$ cat config.mk
export PLATFORM = sky130hd
export DESIGN_NAME = video_timing_gen
export DESIGN_NICKNAME = d
export VERILOG_FILES = /design/src/rtl/video_timing_gen.sv
export SDC_FILE = /design/constraint.sdc
export NUM_CORES = 1
export LEC_CHECK = 0
export ABC_AREA = 1
export CAP_MARGIN = 20
export CORE_ASPECT_RATIO = 1.2
export CORE_UTILIZATION = 40
export CTS_BUF_LIST = sky130_fd_sc_hd__clkbuf_16
export DETAILED_ROUTE_END_ITERATION = 7
export GPL_ROUTABILITY_DRIVEN = 0
export PLACE_DENSITY = 0.7
export SLEW_MARGIN = 0
export SYNTH_ARGS = -nofsm -noshare
export SYNTH_HDL_FRONTEND = slang
export SYNTH_SLANG_ARGS = --single-unit
$ cat constraint.sdc
create_clock -name clk_in -period 6.3 [get_ports clk_in]
set_input_delay 0.63 -clock clk_in [delete_from_list [all_inputs] [get_ports clk_in]]
set_output_delay 0.63 -clock clk_in [all_outputs]
set_load 0.1 [all_outputs]
$ cat src/rtl/video_timing_gen.sv
// video_timing_gen: DVI/HDMI timing generator with frame-boundary reconfig, pixel-fetch latency pipeline and line/frame strobes; optional colour bars under VTG_TEST_PATTERN_EN
module video_timing_gen #(
   parameter int   RGB_WIDTH     = 3,
   parameter int   COORD_WIDTH   = 11,
   parameter int   PIXEL_LATENCY = 1,
   parameter int   H_ACTIVE      = 800,
   parameter int   H_FP          = 56,
   parameter int   H_SYNC        = 120,
   parameter int   H_BP          = 64,
   parameter int   V_ACTIVE      = 600,
   parameter int   V_FP          = 37,
   parameter int   V_SYNC        = 6,
   parameter int   V_BP          = 23,
   parameter logic H_POL         = 1'b1,
   parameter logic V_POL         = 1'b1
) (
   input  logic                   clk_in,
   input  logic                   rst_in,
   input  logic [11:0]            cfg_h_active,
   input  logic [11:0]            cfg_h_fp,
   input  logic [11:0]            cfg_h_sync,
   input  logic [11:0]            cfg_h_bp,
   input  logic [11:0]            cfg_v_active,
   input  logic [11:0]            cfg_v_fp,
   input  logic [11:0]            cfg_v_sync,
   input  logic [11:0]            cfg_v_bp,
   input  logic                   cfg_valid,
   output logic                   cfg_pending,
   output logic                   clk_out,
   output logic [COORD_WIDTH-1:0] x,
   output logic [COORD_WIDTH-1:0] y,
   output logic                   fetch,
   input  logic [RGB_WIDTH-1:0]   pixel_data,
   output logic                   line_start,
   output logic                   frame_start,
   output logic                   de,
   output logic                   hs,
   output logic                   vs,
   output logic [RGB_WIDTH-1:0]   rgb,
   input  logic                   tp_sel
);
   localparam int PW = PIXEL_LATENCY + 1;
   // timing sets packed as h_active, h_fp, h_sync, h_bp, v_active, v_fp, v_sync, v_bp (index 0..7)
   localparam logic [7:0][11:0] DEF = {12'(V_BP), 12'(V_SYNC), 12'(V_FP), 12'(V_ACTIVE),
                                       12'(H_BP), 12'(H_SYNC), 12'(H_FP), 12'(H_ACTIVE)};
   logic [7:0][11:0] act, pend;
   logic [11:0] hc, vc;
   logic [13:0] hc_w, vc_w, h_off, v_off, h_tot, v_tot;
   logic h_end, v_end, frame_end, hs_raw, vs_raw, de_l;
   logic [PW-1:0] de_sr, hs_sr, vs_sr;
   logic [RGB_WIDTH-1:0] pix;

   assign hc_w = {2'b0, hc};
   assign vc_w = {2'b0, vc};
   assign h_off = 14'(act[1]) + 14'(act[2]) + 14'(act[3]);
   assign v_off = 14'(act[5]) + 14'(act[6]) + 14'(act[7]);
   assign h_tot = h_off + 14'(act[0]);
   assign v_tot = v_off + 14'(act[4]);
   assign h_end = hc_w == h_tot - 14'd1;
   assign v_end = vc_w == v_tot - 14'd1;
   assign frame_end = h_end && v_end;
   assign fetch = hc_w >= h_off && vc_w >= v_off;
   assign x = fetch ? COORD_WIDTH'(hc_w - h_off) : '0;
   assign y = fetch ? COORD_WIDTH'(vc_w - v_off) : '0;
   assign hs_raw = (hc_w >= 14'(act[1]) && hc_w < 14'(act[1]) + 14'(act[2])) ? H_POL : ~H_POL;
   assign vs_raw = (vc_w >= 14'(act[5]) && vc_w < 14'(act[5]) + 14'(act[6])) ? V_POL : ~V_POL;
   assign line_start = hc == '0;
   assign frame_start = hc == '0 && vc == '0;
   assign clk_out = clk_in;
   assign de = de_sr[PIXEL_LATENCY];
   assign hs = hs_sr[PIXEL_LATENCY];
   assign vs = vs_sr[PIXEL_LATENCY];

   // de tap aligned with pixel_data arriving for the x/y issued PIXEL_LATENCY cycles ago
   if (PIXEL_LATENCY == 0) begin : g_l0
      assign de_l = fetch;
   end else begin : g_ln
      assign de_l = de_sr[PIXEL_LATENCY-1];
   end

`ifdef VTG_TEST_PATTERN_EN
   logic [2:0] bar, bar_l;
   assign bar = 3'((32'(x) * 8) / H_ACTIVE);
   if (PIXEL_LATENCY == 0) begin : g_b0
      assign bar_l = bar;
   end else begin : g_bn
      logic [PIXEL_LATENCY-1:0][2:0] bar_sr;
      // carry the bar index alongside de so the pattern keeps pixel_data's alignment
      always_ff @(posedge clk_in) begin
         bar_sr <= (3*PIXEL_LATENCY)'({bar_sr, bar});
      end
      assign bar_l = bar_sr[PIXEL_LATENCY-1];
   end
   assign pix = tp_sel ? RGB_WIDTH'({RGB_WIDTH{bar_l}}) : pixel_data;
`else
   logic unused_tp_sel;
   assign unused_tp_sel = tp_sel;
   assign pix = pixel_data;
`endif

   // raster counters and double-buffered timing; pending set swaps in only on the frame wrap
   always_ff @(posedge clk_in) begin
      if (rst_in) begin
         hc <= '0;
         vc <= '0;
         act <= DEF;
         pend <= DEF;
         cfg_pending <= 1'b0;
      end else begin
         hc <= h_end ? '0 : hc + 12'd1;
         if (h_end) vc <= v_end ? '0 : vc + 12'd1;
         if (frame_end) act <= pend;
         if (cfg_valid) pend <= {cfg_v_bp, cfg_v_sync, cfg_v_fp, cfg_v_active,
                                 cfg_h_bp, cfg_h_sync, cfg_h_fp, cfg_h_active};
         if (cfg_valid || frame_end) cfg_pending <= cfg_valid;
      end
   end

   // delay controls by PIXEL_LATENCY+1 and register the pixel so rgb lands with de/hs/vs
   always_ff @(posedge clk_in) begin
      if (rst_in) begin
         de_sr <= '0;
         hs_sr <= {PW{~H_POL}};
         vs_sr <= {PW{~V_POL}};
         rgb <= '0;
      end else begin
         de_sr <= PW'({de_sr, fetch});
         hs_sr <= PW'({hs_sr, hs_raw});
         vs_sr <= PW'({vs_sr, vs_raw});
         rgb <= de_l ? pix : '0;
      end
   end
endmodule
# --- Word-level counts from Yosys, hierarchy flattened ---
# Index checks and enable logic that the tools add are counted.
totals:
  output_inout_bits: 33
  inputBits: 103
  regBits: 226
  wordCells: 59
classes:
  muxes: 5
  eq_ne: 2
  bitwise: 1
  add_sub_neg: 12
  n_reduce_logical: 10
  n_lt_le_gt_ge: 6
ops:
  columns: ["op", "n"]
  rows:
  - ["adder 13 x 12 -> 14 bit", 2]
  - ["adder 14 x 12 -> 14 bit", 2]
  - ["equality test 12 x 14 -> 1 bit", 2]
  - ["greater-or-equal comparator 12 x 14 -> 1 bit", 2]
  - ["subtractor 14 x 1 -> 14 bit, second input constant", 2]
  - ["adder 12 x 12 -> 13 bit", 2]
  - ["less-than comparator 12 x 13 -> 1 bit", 2]
  - ["adder 12 x 1 -> 12 bit, second input constant", 2]
  - ["greater-or-equal comparator 12 bit", 2]
  - ["zero test 12 bit", 2]
  - ["two-way mux 11 bit", 2]
  - ["subtractor 11 bit", 2]
  - ["two-way mux 12 bit", 1]
  - ["logical AND 1 bit", 5]
  - ["OR reduction 2 bit", 2]
  - ["two-way mux 1 bit", 2]
  - ["logical OR 1 bit", 1]
  - ["NOT 1 bit", 1]

# --- Longest topological paths before layout ---
depth:
  word_depth: 7
  ltp_mapped: 36
  mapped_depth_nobuf: 34

==> impl_metrics.ini <==
[timing]
timing.final.crit_share_pct = 94.74
postLayoutSetupSlackWorst_ps = 331.2
max_slew.worst_pin.slew_ps = 1039
timing_hold_violations_final = 0
max_freq_mhz = 167.5
post_route_clock_skew_ps = 12.45
maxSlewHeadroom_pct = 30.74
slew_violations = 0
finalSetupViolCount = 0
period_minus_slack_ps = 5969
totalNegativeSetupSlack_ps = 0

[synthesis]
synth_enable_flop_cells = 0
syn_avg_cell_area_um2 = 6.878
synth.top_cell.area_share_pct = 30.63
yosys_warnings = 0
ys_ff_latch = 226
synth_nets = 2427
async_reset_ff_share_pct = 0
synth_seq_area_share_pct = 30.63
netlist.top_cell.by_area = sky130_fd_sc_hd__dfxtp_1
synthDistinctLibCells = 42
synth.top_cells.by_area = sky130_fd_sc_hd__dfxtp_1 31%, sky130_fd_sc_hd__ha_1 14%, sky130_fd_sc_hd__nand2_1 13%, sky130_fd_sc_hd__inv_1 7.3%, sky130_fd_sc_hd__nor2_1 6.3%
syn_area_um2 = 14770
ys.flop_type = sky130_fd_sc_hd__dfxtp_1
syn-instance-count = 2148

[detailed_routing]
routed-via-count = 13930
wl_per_cell_um = 14.17
route.detailed.drc = 0
detail_route.iter0.violations = 908
viasPerCell = 5.077
wirelength_um = 38880
number_of_antenna_violating_nets_in_the_routed_design = 0
first_pass_iters = 6

[pwr]
power.static_leakage_nw = 8.360
power-per-cell-area_nw_per_um2 = 185.9
ir_drop_mv = 0.1482

[floorplan]
rows = 76
design.portCount = 136
start_util_pct = 40.88
total_die_area_um2 = 37710
die-width_um = 177.4
design.core.area_um2 = 36130
die_y_um = 212.5

[layout]
antenna_cells = 0
fillerInstances = 3555
mostFrequentLayoutCell = sky130_fd_sc_hd__nand2_1
nets = 2537
drive_above_1_share_pct = 6.549
most-common-layout-cells = 518 x sky130_fd_sc_hd__nand2_1, 291 x sky130_fd_sc_hd__inv_1, 233 x sky130_fd_sc_hd__nor2_1
syn_to_final_growth_pct = 20.44
finish.utilization_pct = 49.24

[worst_setup_path]
worst-r2r-cell-count = 32
critical_path.max_fanout = 7
critPathKind = register to output port
worst-endpoint-arrival_ps = 5340
start_kind = register
critical_path_required_ps = 5670
setup.worst_path.end_class = output port

[cts]
cts.reportedPaths.clkPinSlew_ps = 60
worst_skew_pair.late_latency_ps = 650
clock_tree_from_tritoncts = built

[grt]
first_global_vias = 13090
wire_length_of_the_first_global_routing_pass_um = 62330
maximum_number_of_pins_on_one_net_before_global_route_repair = 114
grt_use_total_pct = 20.24
grt_overflow = 0
grt_antenna_before_repair = 0

[place]
port_buffers = 134
dp.final_hpwl_um = 28950
place_worst_setup_slack_ps = 492.5

[hold_path]
min_path_cells = 2
worstHoldPathType = primary input to register

[outcome]
run_status = finished clean

[run]
maxCapViolCount = 0
[sequential cells by signal, indices dropped and copies added, names as in the netlist]
name / flops
vc: 12
vs_sr: 2
pend: 96
rgb: 3
hc: 12
hs_sr: 2
act: 96
de_sr: 2
cfg_pending: 1
[synthesized netlist by cell type, types with 2 or more instances]
library cell,number
sky130_fd_sc_hd__a211oi_1,4
sky130_fd_sc_hd__a21boi_0,4
sky130_fd_sc_hd__a21o_1,4
sky130_fd_sc_hd__a21oi_1,160
sky130_fd_sc_hd__a21oi_2,10
sky130_fd_sc_hd__a31oi_1,9
sky130_fd_sc_hd__buf_2,12
sky130_fd_sc_hd__buf_4,3
sky130_fd_sc_hd__buf_6,2
sky130_fd_sc_hd__clkbuf_1,55
sky130_fd_sc_hd__dfxtp_1,226
sky130_fd_sc_hd__fa_1,8
sky130_fd_sc_hd__ha_1,168
sky130_fd_sc_hd__inv_1,286
sky130_fd_sc_hd__inv_2,4
sky130_fd_sc_hd__nand2_1,518
sky130_fd_sc_hd__nand2_2,13
sky130_fd_sc_hd__nand3_1,118
sky130_fd_sc_hd__nand3_2,2
sky130_fd_sc_hd__nand3b_1,9
sky130_fd_sc_hd__nand4_1,23
sky130_fd_sc_hd__nor2_1,249
sky130_fd_sc_hd__nor2_2,3
sky130_fd_sc_hd__nor3_1,19
sky130_fd_sc_hd__nor3b_1,4
sky130_fd_sc_hd__nor4_1,5
sky130_fd_sc_hd__o2111ai_1,5
sky130_fd_sc_hd__o211a_1,2
sky130_fd_sc_hd__o21ai_0,107
sky130_fd_sc_hd__o21bai_1,9
sky130_fd_sc_hd__o221ai_1,2
sky130_fd_sc_hd__or2_2,2
sky130_fd_sc_hd__xnor2_1,28
sky130_fd_sc_hd__xor2_1,67
[through the flow]
stage	hold slack, ps	instances	cell area (um^2)	power, mW
floorplan	388.3	2148	14780	1.695
global placement	440.2	2690	16740	1.795
detailed placement	444.6	2690	16740	1.800
CTS	195.6	2737	17620	3.339
global route	212.5	2743	17790	3.427
finish	213.1	2743	17790	3.307
[path summary, 6_finish.rpt]
path	start	endpoint	slack [ps]
setup / recovery	act[14]	y[5]	330
hold / removal	rst_in	cfg_pending	210
setup reg to reg	act[12]	act[20]	520
hold reg to reg	hs_sr[0]	hs_sr[1]	460
[cell families (layout without fill, tap and decap cells)]
logic type,Yosys count,count (layout),share of synthesized area [%]
simple gates,967,967,27.01
flops,226,226,30.63
compound gates,319,319,11.79
xor+xnor,95,95,5.632
buf+inv,365,492,9.630
fa+ha+maj,176,176,15.31
[routing by layer]
metal  share of wire [%]  global-route usage (%)
met1                  46                   27.00
met2                  45                   33.26
met3                 5.4                   2.843
met4                 2.7                   6.838
met5                   0                       0
[final cells by class]
class	count	area (um^2)	area share, %
Multi-Input combinational cell	1557	8940	50.25
Sequential cell	226	4524	25.43
Timing Repair Buffer	154	1767	9.930
Inverter	291	1094	6.146
Clock buffer	29	710.7	3.994
Tap cell	468	585.6	3.291
Clock inverter	18	171.4	0.9634
[power breakdown]
group | leakage (nW) | switching [mW] | internal [mW]
logic | 6.06 | 0.114 | 0.0938
registers | 1.85 | 0.0254 | 1.47
clock network | 0.448 | 0.666 | 0.934
[timing repair]
item	in CTS	in global routing
pin swaps	1	9
setup buffers	1	5
setup endpoints to repair	20	114
resized for setup	0	34
hold buffers	0	0
cloned	0	1
[critical path, stage by stage, from the launching register on]
cell and delay, ps:
sky130_fd_sc_hd__dfxtp_1 320, sky130_fd_sc_hd__ha_1 350, sky130_fd_sc_hd__nand2_1 70, sky130_fd_sc_hd__o21ai_1 260, sky130_fd_sc_hd__a21oi_1 110, sky130_fd_sc_hd__nor2_1 100
sky130_fd_sc_hd__nor2_1 60, sky130_fd_sc_hd__xor2_1 190, sky130_fd_sc_hd__ha_2 410, sky130_fd_sc_hd__nand2_1 140, sky130_fd_sc_hd__nor4_2 260, sky130_fd_sc_hd__nor2_1 160
sky130_fd_sc_hd__xor2_2 220, sky130_fd_sc_hd__ha_2 410, sky130_fd_sc_hd__nand4_1 150, sky130_fd_sc_hd__inv_1 80, sky130_fd_sc_hd__a21oi_1 60, sky130_fd_sc_hd__o21ai_1 160
sky130_fd_sc_hd__nand2_1 120, sky130_fd_sc_hd__nand4_1 150, sky130_fd_sc_hd__nand2_1 60, sky130_fd_sc_hd__nand2_1 70, sky130_fd_sc_hd__nand3b_1 80, sky130_fd_sc_hd__buf_4 170
sky130_fd_sc_hd__buf_6 150, sky130_fd_sc_hd__nor2_1 180, sky130_fd_sc_hd__buf_12 210
No activity file was read; power rests on OpenSTA's default activity.
